$ cat src/rtl/fourier_pkg.sv
// Shared types and opcodes for the Fourier sequencer and the n-point Fourier core.
// Used by fourier_seq_ctrl (optional watchdog enabled with FSC_WATCHDOG_EN).
package fourier_pkg;

  typedef enum logic [2:0] {
    CLEAR,
    LOAD,
    COMPUTE,
    READ_REQ,
    READ_CAP,
    OUT
  } fsc_state_t;

  localparam logic [1:0] FOUR_OP_IDLE = 2'b00;
  localparam logic [1:0] FOUR_OP_LOAD = 2'b01;
  localparam logic [1:0] FOUR_OP_COMP = 2'b10;
  localparam logic [1:0] FOUR_OP_READ = 2'b11;

  // A one-point frame still needs a one-bit index register.
  function automatic int idx_width(input int n);
    return (n > 1) ? $clog2(n) : 1;
  endfunction

endpackage

$ cat src/rtl/fourier_seq_ctrl_wdog.sv
// COMPUTE-phase watchdog: counts cycles while enabled and flags the LIMIT-th one.
// Instantiated by fourier_seq_ctrl only when FSC_WATCHDOG_EN is defined.
module fsc_wdog #(
  parameter int LIMIT = 16
) (
  input  logic clk,
  input  logic reset,
  input  logic en,
  output logic expired
);

  localparam int CW = $clog2(LIMIT + 1);

  logic [CW-1:0] cnt;

  // Dropping en clears the count, so every COMPUTE entry starts from zero.
  always_ff @(posedge clk or posedge reset) begin
    if (reset) begin
      cnt <= '0;
    end else if (en) begin
      cnt <= cnt + CW'(1);
    end else begin
      cnt <= '0;
    end
  end

  assign expired = en && (cnt == CW'(LIMIT - 1));

endmodule

$ cat src/rtl/fourier_seq_ctrl.sv
// Frame sequencer for the n-point Fourier core: load samples, compute, stream results.
// Define FSC_WATCHDOG_EN to abort a COMPUTE phase that exceeds WDOG_LIMIT cycles.
module fourier_seq_ctrl
  import fourier_pkg::*;
#(
  parameter int N          = 100,
  parameter int DW         = 64,
  parameter int AW         = 32,
  parameter int WDOG_LIMIT = 6*N*N + 4*N
) (
  input  logic          clk,
  input  logic          reset,
  input  logic          s_valid,
  output logic          s_ready,
  input  logic [DW-1:0] s_data,
  output logic          m_valid,
  input  logic          m_ready,
  output logic [DW-1:0] m_re,
  output logic [DW-1:0] m_im,
  output logic          m_last,
  output logic          core_reset,
  output logic [1:0]    core_op,
  output logic [AW-1:0] core_addr,
  output logic [DW-1:0] core_x,
  input  logic [DW-1:0] core_y_re,
  input  logic [DW-1:0] core_y_im,
  input  logic          core_done,
  output logic          busy,
  output logic [15:0]   frame_cnt,
  output logic          error
);

  localparam int            IW   = idx_width(N);
  localparam logic [IW-1:0] LAST = IW'(N - 1);

  if (N < 1 || WDOG_LIMIT < 1) begin : g_param_check
    $error("fourier_seq_ctrl: N and WDOG_LIMIT must both be at least 1");
  end

  fsc_state_t    state;
  logic [IW-1:0] idx;
  logic          wdog_expired;

`ifdef FSC_WATCHDOG_EN
  fsc_wdog #(
    .LIMIT (WDOG_LIMIT)
  ) u_wdog (
    .clk     (clk),
    .reset   (reset),
    .en      (state == COMPUTE),
    .expired (wdog_expired)
  );
`else
  assign wdog_expired = 1'b0;
`endif

  // Main sequencer; idx is reused as sample index while loading and result index while reading.
  always_ff @(posedge clk or posedge reset) begin
    if (reset) begin
      state     <= CLEAR;
      idx       <= '0;
      m_valid   <= 1'b0;
      m_re      <= '0;
      m_im      <= '0;
      frame_cnt <= '0;
      error     <= 1'b0;
    end else begin
      case (state)
        CLEAR: begin
          idx   <= '0;
          state <= LOAD;
        end
        LOAD: begin
          if (s_valid) begin
            if (idx == LAST) begin
              idx   <= '0;
              state <= COMPUTE;
            end else begin
              idx <= idx + IW'(1);
            end
          end
        end
        COMPUTE: begin
          if (core_done) begin
            state <= READ_REQ;
          end else if (wdog_expired) begin
            error <= 1'b1;
            idx   <= '0;
            state <= CLEAR;
          end
        end
        READ_REQ: begin
          state <= READ_CAP;
        end
        READ_CAP: begin
          m_re    <= core_y_re;
          m_im    <= core_y_im;
          m_valid <= 1'b1;
          state   <= OUT;
        end
        OUT: begin
          if (m_ready) begin
            m_valid <= 1'b0;
            if (idx == LAST) begin
              idx       <= '0;
              frame_cnt <= frame_cnt + 16'd1;
              state     <= CLEAR;
            end else begin
              idx   <= idx + IW'(1);
              state <= READ_REQ;
            end
          end
        end
        default: begin
          idx   <= '0;
          state <= CLEAR;
        end
      endcase
    end
  end

  // Load opcode follows s_valid directly so a sample is written in its handshake cycle.
  always_comb begin
    core_op = FOUR_OP_IDLE;
    core_x  = '0;
    case (state)
      LOAD: begin
        if (s_valid) begin
          core_op = FOUR_OP_LOAD;
          core_x  = s_data;
        end
      end
      COMPUTE:  core_op = FOUR_OP_COMP;
      READ_REQ: core_op = FOUR_OP_READ;
      default:  core_op = FOUR_OP_IDLE;
    endcase
  end

  assign core_addr  = AW'(idx);
  assign s_ready    = (state == LOAD);
  assign core_reset = (state == CLEAR);
  assign busy       = (state != LOAD) || (idx != '0);
  assign m_last     = (state == OUT) && (idx == LAST);

endmodule

$ cat config.mk
export PLATFORM = sky130hd
export DESIGN_NAME = fourier_seq_ctrl
export DESIGN_NICKNAME = d
export VERILOG_FILES = /design/src/rtl/fourier_pkg.sv /design/src/rtl/fourier_seq_ctrl_wdog.sv /design/src/rtl/fourier_seq_ctrl.sv
export SDC_FILE = /design/constraint.sdc
export NUM_CORES = 1
export LEC_CHECK = 0
export CAP_MARGIN = 20
export CORE_AREA = 2 2 173 175
export CTS_BUF_LIST = sky130_fd_sc_hd__clkbuf_2 sky130_fd_sc_hd__clkbuf_4 sky130_fd_sc_hd__clkbuf_8
export CTS_CLUSTER_SIZE = 8
export DETAILED_ROUTE_END_ITERATION = 10
export DIE_AREA = 0 0 175 177
export PLACE_DENSITY = 0.58
export SETUP_SLACK_MARGIN = 0.05
export SYNTH_ARGS = -nofsm -noshare
export SYNTH_HDL_FRONTEND = slang
export SYNTH_HIERARCHICAL = 1
export SYNTH_SLANG_ARGS = --single-unit
export TNS_END_PERCENT = 1
$ cat constraint.sdc
create_clock -name clk -period 5.84 [get_ports clk]
set_input_delay 1.168 -clock clk [delete_from_list [all_inputs] [get_ports clk]]
set_output_delay 1.168 -clock clk [all_outputs]
set_load 0.005 [all_outputs]
==> summary.txt <==
Setup path
  • CP Class: input pin to primary output
  • Data required time of the worst path: 4670 ps
  • Worst R2R Setup Slack: 3730 ps
  • Crit path capture type: primary output
  • Worst-path fanout max: 67
  • Worst EP arrival: 2820 ps
  • Startpoint Class: input pin

Detailed routing
  • DRT Pass-1 Iters: 4
  • DRT iter0 DRCs: 279
  • DRC Markers: 0
  • Vias per cell: 4.09
  • Vias: 5439
  • Total Routed Length: 21200 um
  • Final ANT Viol Nets: 0
  • Post-DR wirelength/cell: 16.0 um

Placed design
  • GP Congestion: 0.753
  • I/O Buffers: 418
  • Place WS: 1870 ps
  • Dpl hpwl: 15600 um
  • Dpl cells: 1296

Global routing
  • GR Util met3: 5.07%
  • Initial antenna violation count: 1
  • Top Usage Layer GRT: met2
  • Grt met2 use: 20.5%
  • Global-route wire length before repair: 31700 um
  • Global route overflow: 0
  • Total Routing Usage GR: 13.2%
  • Largest net degree at the start of global routing: 130
  • Vias in the first global route: 5284
  • Met1 GRT Util: 17.2%

Cells and area
  • Fillers: 2833
  • Nets: 1125
  • Final Util: 39.9%
  • Synthesis-to-layout area growth: 72.6%
  • Proportion of layout cells with a drive suffix above 1: 18.3%
  • Multi-input logic area: 2630 um2
  • Sequential cell area: 3880 um2
  • Non-filler cells, final: 1329

Synth
  • Post-synthesis mux area share: 21.6%
  • Main flop type after synthesis: dfrtp_1
  • Seq cells post-synth: 155
  • Post-synth EDFFs: 0
  • Syn Std Cell Area: 6760 um2
  • Top-area cell type share of the netlist area: 57.4%
  • Synth Area in Compound Gates: 1.91%
  • Area leader, netlist: dfrtp_1
  • Simple-Gate Fraction of Synth Area: 11.2%
  • Adder-Cell Fraction of Synth Area: 0.555%
  • Netlist cell types: 38
  • Ys Warns: 6
  • Main combinational cell family by area after synthesis: multiplexers
  • Most common cell in the synthesized netlist: dfrtp_1
  • Syn Inst Count: 516
  • Mapped Avg Cell Area: 13.1 um2
  • Register area share after synthesis: 57.4%
  • Commonest cells post-synth: dfrtp_1 (155), mux2_2 (129), and3_1 (70)
  • Post-synthesis xor/xnor area fraction: 1.94%
  • Largest cells by area after synthesis: dfrtp_1 (57%), mux2_2 (21%), and3_1 (6.5%)
  • Asr flop ratio synth: 100%

STA
  • Slew of the pin with the lowest slew margin: 969 ps
  • Max_slew headroom: 35.4%
  • Clk_skew: 30.1 ps
  • Fmax: 0.251 GHz
  • Final Hold Viols: 0
  • Slew Limit Fails: 0
  • Min setup slack post-route: 1850 ps
  • Setup TNS: 0 ps
  • RSZ-0062 raised after global routing: false
  • Minimum clock period: 3990 ps
  • Final worst path period share: 68.3%
  • Final setup vio count: 0

CTS
  • Worst-path clk slew: 80 ps
  • CTS tree: yes
  • Clk_lat worst skew: 460 ps
  • Cts bufs inserted: 17
  • Hold-fix buffers, CTS: 0
  • Post-CTS sizing: 0
  • CTS H-tree depth: 4
  • Clk sinks: 155
  • Root buf cell: clkbuf_8
  • Post-CTS setup repair buffer count: 0
  • Max clock buf depth: 2

Power
  • PnR Total Power: 4430 uW
  • Max rail drop VDD: 0.218 mV
  • LEAKAGE: 0.00517 uW
  • Pwr dens: 380 nW/um2

Floorplan
  • Std-Cell Rows: 63
  • Die H: 177 um
  • Die Wd: 175 um
  • Starting Density: 23.1%
  • Core footprint: 29200 um2
  • Die ar.: 31000 um2
  • IO Pins: 445

Status
  • Outcome: complete, no violations

Run
  • Max-cap violations: 0

Worst hold path
  • Hold Crit Class: register to register
## flip-flops by register name, indices dropped and copies added (netlist names)
name       count
frame_cnt     16
idx            7
m_im          64
m_re          64
m_valid        1
state          3
## cells in the final DEF, fill, tap and decap left out, drive strengths merged, types with 2 or more instances in the layout
cell type / count
xor2: 2
a21oi: 2
and3: 70
clkinv: 6
nor4: 3
clkdlybuf4s50: 418
o31ai: 2
o21ai: 9
nand2b: 3
a21o: 2
or3: 2
nor2: 9
dfrtp: 155
mux2: 129
nand4: 6
nand2: 16
conb: 26
nor2b: 2
ha: 3
xnor2: 13
buf: 5
nor3: 4
nand3: 11
inv: 11
clkbuf: 18
## report_power, final
group	switching, uW	internal, uW	total [uW]	leakage (uW)
clock network	502	341	843	0.000207
registers	214	1420	1640	0.00207
logic	662	1290	1950	0.00290
## final cells by class
type / instances / share of cell area, %
diodes: 1 / 0.0214
clock buffers: 18 / 2.12
multi-input cells: 324 / 22.5
clock inverters: 14 / 1.47
repair buffers: 423 / 36.3
well taps: 390 / 4.18
flip-flops and latches: 155 / 33.2
inverters: 4 / 0.172
## worst max-delay path, cell delays in order
cell and delay, ps:
clkdlybuf4s50_1 460, buf_4 420, and3_1 250, clkdlybuf4s50_1 510
## layer usage
metal | share of wire [%] | routed length (um)
met1 | 43 | 9170
met2 | 47 | 10000
met3 | 8.5 | 1810
met4 | 1.1 | 231
met5 | 0 | 0
## kinds of logic (layout without fill, tap and decap cells)
logic type | Yosys count | count (layout)
fa+ha+maj | 3 | 3
flops | 155 | 155
compound gates | 20 | 20
buf+inv | 62 | 459
mux | 130 | 130
xor+xnor | 15 | 15
other cells | 1 | 27
simple gates | 130 | 130
## final timing paths
kind	startpoint	end	depth (start not counted)
min in group asynchronous	reset	m_re[55]	2
max in group asynchronous	reset	m_valid	3
hold / removal	m_valid	m_valid	1
hold reg to reg	m_valid	m_valid	1
setup / recovery	s_valid	core_x[20]	4
setup reg to reg	idx[3]	frame_cnt[15]	4
## through the flow
step	hold WS, ps	area [um2]
after floorplan	468	6850
after global placement	465	11200
after detailed placement	475	11200
after CTS	497	11700
after global routing	522	11700
final	490	11700
No activity file was read; power rests on OpenSTA's default activity.
